==> config.mk <==
export PLATFORM = sky130hd
export DESIGN_NAME = bjack_ctrl_flat
export DESIGN_NICKNAME = d
export VERILOG_FILES = /design/src/rtl/bjack_pkg.sv /design/src/rtl/bjack_ctrl_if.sv /design/src/rtl/bjack_btn_sync.sv /design/src/rtl/bjack_ctrl.sv /design/src/flat_wrapper.sv
export SDC_FILE = /design/constraint.sdc
export NUM_CORES = 1
export LEC_CHECK = 0
export ABC_AREA = 0
export CORE_MARGIN = 8
export CORE_UTILIZATION = 52
export CTS_BUF_LIST = sky130_fd_sc_hd__clkbuf_8
export DETAILED_ROUTE_END_ITERATION = 6
export DONT_BUFFER_PORTS = 1
export PLACE_DENSITY = 0.72
export SLEW_MARGIN = 20
export SYNTH_ARGS = -nofsm -noshare
export SYNTH_HDL_FRONTEND = slang
export SYNTH_SLANG_ARGS = --single-unit
==> constraint.sdc <==
create_clock -name SYS_CLK -period 4.9 [get_ports SYS_CLK]
set_input_delay 1.225 -clock SYS_CLK [delete_from_list [all_inputs] [get_ports SYS_CLK]]
set_output_delay 1.225 -clock SYS_CLK [all_outputs]
set_load 0.05 [all_outputs]
==> src/rtl/bjack_pkg.sv <==
// Shared definitions for the blackjack design.
// Holds the card/score widths that the card generator and display driver also
// use, the scoring constants, the sequencer state enumeration and a card
// validity helper.
package bjack_pkg;

  localparam int unsigned CARD_W  = 4;
  localparam int unsigned SCORE_W = 5;
  localparam int unsigned CNT_W   = 3;

  typedef logic [CARD_W-1:0]  card_t;
  typedef logic [SCORE_W-1:0] score_t;
  typedef logic [CNT_W-1:0]   cnt_t;

  localparam card_t  ACE       = card_t'(1);
  localparam card_t  CARD_MAX  = card_t'(10);
  localparam score_t ACE_HIGH  = score_t'(11);
  localparam score_t BLACKJACK = score_t'(21);
  localparam score_t SOFT_ADJ  = score_t'(10);

  typedef enum logic [2:0] {
    StIdle,
    StWait,
    StReq,
    StAdd,
    StFix,
    StDone
  } state_e;

  // Generator values outside 1..10 are not cards and must be skipped.
  function automatic logic card_valid(card_t c);
    return (c >= ACE) && (c <= CARD_MAX);
  endfunction

endpackage

==> src/rtl/bjack_ctrl_if.sv <==
// Card request handshake between the game sequencer and the card generator.
//   CARD_REQ : sequencer asks for a card, held until a valid card is taken
//   CARD_VLD : generator strobe, CARD is valid while high
//   CARD     : card value, 1 = ace, 2..10 = face value
// master = sequencer side, slave = generator side.
interface bjack_ctrl_if;
  import bjack_pkg::*;

  logic  CARD_REQ;
  logic  CARD_VLD;
  card_t CARD;

  modport master (
    output CARD_REQ,
    input  CARD_VLD,
    input  CARD
  );

  modport slave (
    input  CARD_REQ,
    output CARD_VLD,
    output CARD
  );

endinterface

==> src/rtl/bjack_btn_sync.sv <==
// Button synchronizer with registered falling-edge detector.
//   clk_i   : system clock
//   rst_i   : synchronous active-high reset; chain loads 1s (button released)
//   btn_i   : asynchronous active-low button
//   level_o : synchronized button level
//   fall_o  : one-cycle pulse, registered, on a synchronized 1->0 transition
module bjack_btn_sync #(
  parameter int unsigned Stages = 2
) (
  input  logic clk_i,
  input  logic rst_i,
  input  logic btn_i,
  output logic level_o,
  output logic fall_o
);

  logic [Stages-1:0] sync_q;
  logic              last_q;
  logic              fall_q;

  always_ff @(posedge clk_i) begin
    if (rst_i) begin
      sync_q <= '1;
      last_q <= 1'b1;
      fall_q <= 1'b0;
    end else begin
      sync_q <= {sync_q[Stages-2:0], btn_i};
      last_q <= sync_q[Stages-1];
      fall_q <= last_q & ~sync_q[Stages-1];
    end
  end

  assign level_o = sync_q[Stages-1];
  assign fall_o  = fall_q;

endmodule

==> src/rtl/bjack_ctrl.sv <==
// Blackjack game sequencer.
// Turns the START / NEW_CARD buttons into card requests, accumulates the hand
// score with soft-ace handling, decides HOLD/BUST and splits the score into
// BCD digits for the display.
//   SYS_CLK, RES : clock and synchronous active-high reset
//   START        : active-low new-game button (async)
//   NEW_CARD     : active-low draw button (async)
//   card_if      : request/strobe handshake to the card generator
//   SCORE        : binary hand score 0..26
//   D_H, D_L     : BCD tens/units of SCORE
//   CARD_CNT     : cards accepted, saturating at 7
//   HOLD, BUST   : hand finished at/above HOLD_AT, or over 21
module bjack_ctrl
  import bjack_pkg::*;
#(
  parameter int unsigned HOLD_AT     = 17,
  parameter int unsigned SYNC_STAGES = 2
) (
  input  logic                SYS_CLK,
  input  logic                RES,
  input  logic                START,
  input  logic                NEW_CARD,
  bjack_ctrl_if.master        card_if,
  output logic [SCORE_W-1:0]  SCORE,
  output logic [3:0]          D_L,
  output logic [1:0]          D_H,
  output logic [CNT_W-1:0]    CARD_CNT,
  output logic                HOLD,
  output logic                BUST
);

  localparam score_t HoldAt = score_t'(HOLD_AT);

  logic start_level;
  logic start_fall_unused;
  logic new_level_unused;
  logic draw;

  bjack_btn_sync #(
    .Stages (SYNC_STAGES)
  ) u_start_sync (
    .clk_i   (SYS_CLK),
    .rst_i   (RES),
    .btn_i   (START),
    .level_o (start_level),
    .fall_o  (start_fall_unused)
  );

  bjack_btn_sync #(
    .Stages (SYNC_STAGES)
  ) u_new_sync (
    .clk_i   (SYS_CLK),
    .rst_i   (RES),
    .btn_i   (NEW_CARD),
    .level_o (new_level_unused),
    .fall_o  (draw)
  );

  state_e state_q;
  score_t score_q;
  card_t  card_q;
  cnt_t   cnt_q;
  logic   soft_q;
  logic   hold_q;
  logic   bust_q;
  logic   req_q;

  always_ff @(posedge SYS_CLK) begin
    if (RES) begin
      state_q <= StIdle;
      score_q <= '0;
      card_q  <= '0;
      cnt_q   <= '0;
      soft_q  <= 1'b0;
      hold_q  <= 1'b0;
      bust_q  <= 1'b0;
      req_q   <= 1'b0;
    end else if (!start_level) begin
      // START low clears the hand from any state and parks in WAIT; it also
      // wins over a card strobe in the same cycle, so that card is lost.
      state_q <= StWait;
      score_q <= '0;
      cnt_q   <= '0;
      soft_q  <= 1'b0;
      hold_q  <= 1'b0;
      bust_q  <= 1'b0;
      req_q   <= 1'b0;
    end else begin
      unique case (state_q)
        StIdle, StDone: ;
        StWait: begin
          if (draw) begin
            req_q   <= 1'b1;
            state_q <= StReq;
          end
        end
        StReq: begin
          if (card_if.CARD_VLD && card_valid(card_if.CARD)) begin
            card_q  <= card_if.CARD;
            req_q   <= 1'b0;
            state_q <= StAdd;
          end
        end
        StAdd: begin
          // Score is at most 20 here, so score+11 cannot wrap 5 bits.
          if (card_q == ACE && (score_q + ACE_HIGH) <= BLACKJACK) begin
            score_q <= score_q + ACE_HIGH;
            soft_q  <= 1'b1;
          end else begin
            score_q <= score_q + score_t'(card_q);
          end
          if (cnt_q != '1) begin
            cnt_q <= cnt_q + 1'b1;
          end
          state_q <= StFix;
        end
        StFix: begin
          if (score_q > BLACKJACK) begin
            if (soft_q) begin
              // Demote the soft ace and look at the hand again next cycle.
              score_q <= score_q - SOFT_ADJ;
              soft_q  <= 1'b0;
            end else begin
              bust_q  <= 1'b1;
              state_q <= StDone;
            end
          end else if (score_q >= HoldAt) begin
            hold_q  <= 1'b1;
            state_q <= StDone;
          end else begin
            state_q <= StWait;
          end
        end
        default: state_q <= StIdle;
      endcase
    end
  end

  assign card_if.CARD_REQ = req_q;
  assign SCORE            = score_q;
  assign CARD_CNT         = cnt_q;
  assign HOLD             = hold_q;
  assign BUST             = bust_q;

  always_comb begin
    if (score_q >= score_t'(20)) begin
      D_H = 2'd2;
      D_L = 4'(score_q - score_t'(20));
    end else if (score_q >= score_t'(10)) begin
      D_H = 2'd1;
      D_L = 4'(score_q - score_t'(10));
    end else begin
      D_H = 2'd0;
      D_L = 4'(score_q);
    end
  end

endmodule

==> src/flat_wrapper.sv <==
// flat-port wrapper written by rule: the top's interface ports become plain ports
module bjack_ctrl_flat import bjack_pkg::*;
#(
  parameter int unsigned HOLD_AT     = 17,
  parameter int unsigned SYNC_STAGES = 2
)
  (SYS_CLK, RES, START, NEW_CARD, SCORE, D_L, D_H, CARD_CNT, HOLD, BUST, card_if_CARD_REQ, card_if_CARD_VLD, card_if_CARD);
  bjack_ctrl_if card_if_i ();
  input  logic SYS_CLK;
  input  logic RES;
  input  logic START;
  input  logic NEW_CARD;
  output logic [SCORE_W-1:0] SCORE;
  output logic [3:0] D_L;
  output logic [1:0] D_H;
  output logic [CNT_W-1:0] CARD_CNT;
  output logic HOLD;
  output logic BUST;
  output wire logic [$bits(card_if_i.CARD_REQ)-1:0] card_if_CARD_REQ;
  input wire logic [$bits(card_if_i.CARD_VLD)-1:0] card_if_CARD_VLD;
  input wire logic [$bits(card_if_i.CARD)-1:0] card_if_CARD;
  assign card_if_CARD_REQ = card_if_i.CARD_REQ;
  assign card_if_i.CARD_VLD = card_if_CARD_VLD;
  assign card_if_i.CARD = card_if_CARD;
  bjack_ctrl #(.HOLD_AT(HOLD_AT), .SYNC_STAGES(SYNC_STAGES)) u_core (.SYS_CLK(SYS_CLK), .RES(RES), .START(START), .NEW_CARD(NEW_CARD), .card_if(card_if_i), .SCORE(SCORE), .D_L(D_L), .D_H(D_H), .CARD_CNT(CARD_CNT), .HOLD(HOLD), .BUST(BUST));
endmodule
; Yosys cells after proc, flatten, opt, wreduce, memory -nomap -nowiden
; Cells that the tools add are included.
[op_classes]
mux = 21
reduce_logical = 17
magnitude_cmp = 7
addsub = 5
bitwise_logic = 6
n_eq_ne = 17
[ops]
columns = op, count
row1 = 3-bit AND reduction, 6
row2 = 3-bit 2-to-1 mux, 5
row3 = 5-bit 2-to-1 mux, 3
row4 = 3-bit case mux with 5 select lines, 1
row5 = 5-bit >= comparator (second input constant), 2
row6 = 5-bit case mux with 2 select lines, 1
row7 = 3-bit inequality test (second input constant), 3
row8 = 4-bit 2-to-1 mux, 2
row9 = 2-bit by 1-bit inequality test with 1-bit output (second input constant), 4
row10 = 4-bit AND reduction, 2
row11 = 3-bit by 2-bit == test with 1-bit output (second input constant), 2
row12 = 3-bit == test (second input constant), 2
row13 = 1-bit 2-to-1 mux, 6
row14 = 5-bit by 4-bit adder with 5-bit output, 1
row15 = 5-bit by 4-bit adder with 5-bit output (second input constant), 1
row16 = 5-bit by 4-bit >= comparator with 1-bit output (second input constant), 1
row17 = 5-bit > comparator (second input constant), 1
row18 = 5-bit less-or-equal comparator (second input constant), 1
row19 = 1-bit NOT, 5
row20 = 5-bit by 4-bit subtractor with 5-bit output (second input constant), 1
row21 = 4-bit by 1-bit == test with 1-bit output (second input constant), 1
row22 = 4-bit by 1-bit >= comparator with 1-bit output (second input constant), 1
row23 = 4-bit less-or-equal comparator (second input constant), 1
row24 = 2-bit inequality test (second input constant), 2
row25 = other kinds (13), 18
[totals]
in_bits = 9
reg_bits = 25
elab_cells = 86
out_inout_bits = 17

; Depth between registers and ports, before layout
[logic_depth]
ltp_word = 6
mapped_depth = 9

; Modules after synthesis
; Synthesis repeated with hierarchy kept, for this count alone.
[hier_totals]
hier_cells = 197
hier_area_um2 = 1719.1
[by_module_without_submodules]
columns = module, area_per_inst_um2, instances, cells_each, seq_area_each_um2
row1 = bjack_ctrl, 1506.4, 1, 181, 380.4
row2 = bjack_btn_sync, 106.4, 2, 8, 80.1

; Worst setup path before layout
; OpenSTA, ideal clock, no wires.
[synth_timing]
path_type = register to output
start = register u_core.score_q[1] (netlist: u_core.SCORE[1])
end = output D_L[1]
arrival_time_ps = 3255
path_stages_with_launch = 8
path_buffers = 0
required_ps = 3675
setup_slack_ps = 420
cell_sequence = dfxtp_1 > inv_1 > ha_1 > a21oi_1 > nand2_1 > and2_1 > nor2_1 > xnor2_1
[synth_between]
elab_chain_len = 3
elab_cells_between_ends = 6
[synth_rtl]
columns = element, line_no
row1 = start: declaration, bjack_ctrl.sv:60  ; score_t score_q;
row2 = start signal: assignment, bjack_ctrl.sv:107  ; score_q <= score_q + ACE_HIGH;
row3 = start signal: assignment, bjack_ctrl.sv:110  ; score_q <= score_q + score_t'(card_q);
row4 = start signal: assignment, bjack_ctrl.sv:121  ; score_q <= score_q - SOFT_ADJ;
row5 = 5-bit by 4-bit subtractor with 5-bit output or 5-bit by 4-bit >= comparator with 1-bit output (tied branches), --
row6 = 4-bit 2-to-1 mux, bjack_ctrl.sv:149  ; end else if (score_q >= score_t'(10)) begin
row7 = 4-bit 2-to-1 mux *, bjack_ctrl.sv:146  ; if (score_q >= score_t'(20)) begin
row8 = end: declaration, flat_wrapper.sv:14  ; output logic [3:0] D_L;
; Every way passes the cells marked *; elsewhere a longest branch is shown, timed or not.

; Worst setup path in the final report
[layout_timing]
start = register u_core.score_q[0] (netlist: u_core.SCORE[0])
end = output D_L[1]
; Same word-level chain as after synthesis.

==> impl_metrics.py <==
metrics = {
    "global_routing": {
        "track_usage": 0.1522,
        "grt_pass1_vias": 1374,
        "grt_first_pass_wirelength_um": 6396,
        "antenna_found_initial": 0,
        "grt_max_degree": 16,
        "overflow": 0,
    },
    "timing": {
        "finalSetupTns_ps": 0,
        "fmax_mhz": 265.4,
        "drv_slew": 0,
        "final_hold_viol_count": 0,
        "post-route-period-util": 0.7688,
        "tightest_slew_ps": 590.0,
        "period_needed_ps": 3767,
        "slew_headroom": 0.6066,
        "rsz0062_at_grt": "no",
        "skew_ps": 4.909,
        "finalSetupViolCount": 0,
    },
    "floorplanning": {
        "ioPinCount": 26,
        "die_w_um": 72.70,
        "die_area_sq_um": 5285,
        "num_rows": 20,
        "core_area_sq_um": 3053,
        "initial_utilization": 0.5475,
        "die_y_um": 72.70,
    },
    "synth": {
        "syn_area_sq_um": 1672,
        "syn_nets": 223,
        "synth-simple-area-share": 0.2118,
        "synth_cell_type_count": 50,
        "async_reset_ff_frac": 0,
        "yosysSeqAreaShare": 0.2994,
        "ys_warn_count": 0,
        "syn_inst": 195,
        "synthAdderAreaFrac": 0.1467,
        "synth_compound_area_frac": 0.2171,
        "synth_ff_type": "dfxtp_1",
        "synth_top_family_by_area": "compound AO/OA/AOI/OAI gates",
        "synthXorXnorAreaFrac": 0.03668,
        "ys_seq_elements": 25,
        "synth_edf_count": 0,
        "avgSynthCellArea_sq_um": 8.572,
        "synthMuxAreaShare": 0.03293,
    },
    "clock_network": {
        "postCtsSetupBuffers": 0,
        "cts_buffers": 3,
        "hold_buffers": 0,
        "cts_tree": "built",
        "numClockSinks": 25,
        "htreeDepth": 1,
        "cts_buffer_depth": 2,
        "clk_pin_slew_ps": 90,
        "cts_resized": 0,
        "clock_latency_ps": 280,
        "root_buffer": "clkbuf_8",
    },
    "power": {
        "power_density_nw_per_um2": 190.7,
        "ir_drop_mv": 0.2002,
        "leakagePower_uw": 0.0007410,
        "total_power_uw": 343.1,
    },
    "detailed_routing": {
        "dr.first_iter.drc_count": 62,
        "vias_per_cell": 5.675,
        "dr_total_vias": 1396,
        "wl_per_cell_um": 15.33,
        "postRouteAntennaNets": 0,
        "drc": 0,
        "drt_first_pass_iters": 4,
        "finalWirelength_um": 3770,
    },
    "place": {
        "portBuffers": 0,
        "place.gp.congestion": 0.8821,
        "dpl.hpwl_um": 2896,
        "place_area_sq_um": 1750,
        "dp_cells": 242,
    },
    "cells_and_area": {
        "final_common_cell": "dfxtp_1",
        "area_delta_synth_final_pct": 7.635,
        "final_cells": 246,
        "final_nets": 231,
        "antennaDiodeCount": 0,
        "nFillCells": 291,
        "drive_gt1_frac": 0.1733,
        "final_cell_mix": "dfxtp_1 (25), nor2_1 (18), ha_1 (18)",
        "design_area_sq_um": 1799,
        "fin_util": 0.5893,
    },
    "setup_path": {
        "cp_max_fo": 11,
        "cp-start-kind": "register",
        "cp_data_required_time_ps": 3670,
        "r2r_slack_ps": 2470,
        "crit_type": "reg -> out",
        "arrival_ps": 2540,
        "worst_setup_path_end_kind": "primary output",
    },
    "run": {
        "drv_cap": 0,
    },
    "status": {
        "outcome": "finished clean",
    },
    "min_path": {
        "hold_path.class": "reg -> reg",
    },
}
final cells by class:
| cell class | count | area (sq um) | area share |
|---|---|---|---|
| Tap cell | 44 | 55.05 | 0.03060 |
| Timing Repair Buffer | 9 | 67.56 | 0.03755 |
| Clock inverter | 1 | 7.507 | 0.004172 |
| Multi-Input combinational cell | 151 | 1079 | 0.5994 |
| Clock buffer | 3 | 41.29 | 0.02295 |
| Sequential cell | 25 | 500.5 | 0.2782 |
| Inverter | 13 | 48.80 | 0.02712 |
final timing paths:
path,endpoint,depth (start not counted),startpoint
min reg2reg,u_core.u_new_sync.fall_o,2,u_core.u_new_sync.last_q
max,D_L[1],9,u_core.SCORE[0]
min,u_core.u_new_sync.fall_o,2,u_core.u_new_sync.last_q
max reg2reg,u_core.SCORE[4],9,u_core.SCORE[1]
layer usage:
metal	global-route usage	vias up	wire, um
met1	0.1628	643	1607
li1	-	701	-
met3	0.05495	11	288
met4	0.08889	0	113
met2	0.2515	41	1760
met5	0	-	0
stage by stage:
step | setup slack (ps) | hold WS [ps]
after floorplan | 419.7 | 389.5
after global routing | 948.6 | 436.3
final | 1133 | 413.4
after global placement | 1492 | 390.8
after detailed placement | 1418 | 403.2
after CTS | 1102 | 416.5
Yosys cell counts, types with 2 or more instances:
cell | number | area share
nand3_1 | 9 | 0.027
inv_1 | 11 | 0.025
inv_2 | 2 | 0.0045
a211oi_2 | 2 | 0.015
nor3_1 | 7 | 0.021
clkbuf_1 | 2 | 0.0045
or2_2 | 5 | 0.019
a21oi_1 | 17 | 0.051
dfxtp_1 | 25 | 0.30
o211ai_1 | 2 | 0.0090
a211o_1 | 2 | 0.010
or3_1 | 2 | 0.0075
mux2i_1 | 4 | 0.024
o21ai_0 | 9 | 0.027
ha_1 | 18 | 0.13
and3_4 | 2 | 0.013
nand2b_1 | 3 | 0.011
nor2_1 | 18 | 0.040
xnor2_1 | 6 | 0.031
a21o_1 | 4 | 0.018
a31oi_1 | 3 | 0.011
nand2_1 | 14 | 0.031
critical path, stage by stage (launching register included):
cell	delay, ps
dfxtp_1	320
buf_4	350
inv_1	150
ha_1	220
a21oi_1	180
nand2_1	90
and2_1	360
nor2_1	250
xnor2_1	140
buf_4	210
state kept, by name, summed over array words and instances (netlist names), 2 cells and up:
register	count
u_core.SCORE	5
u_core.CARD_CNT	3
u_core.state_q	3
u_core.u_new_sync.sync_q	2
u_core.u_start_sync.sync_q	2
u_core.card_q	4
kinds of logic after synthesis:
group | Yosys count
AOI/OAI and AO/OA | 53
xor gates and xnor gates | 7
adders and majority gates | 19
buffers and inverters | 19
DFF | 25
muxes | 5
and+or+nand+nor | 67
report_power, final:
part,switching [uW],internal [uW],leakage (uW),total [uW]
Combinational,4.96,3.96,0.000517,8.91
Clock,69.0,57.8,0.0000217,127
Sequential,1.91,206,0.000203,207
Total,75.9,267,0.000741,343
Note: power is estimated with default switching activity, not from simulation.
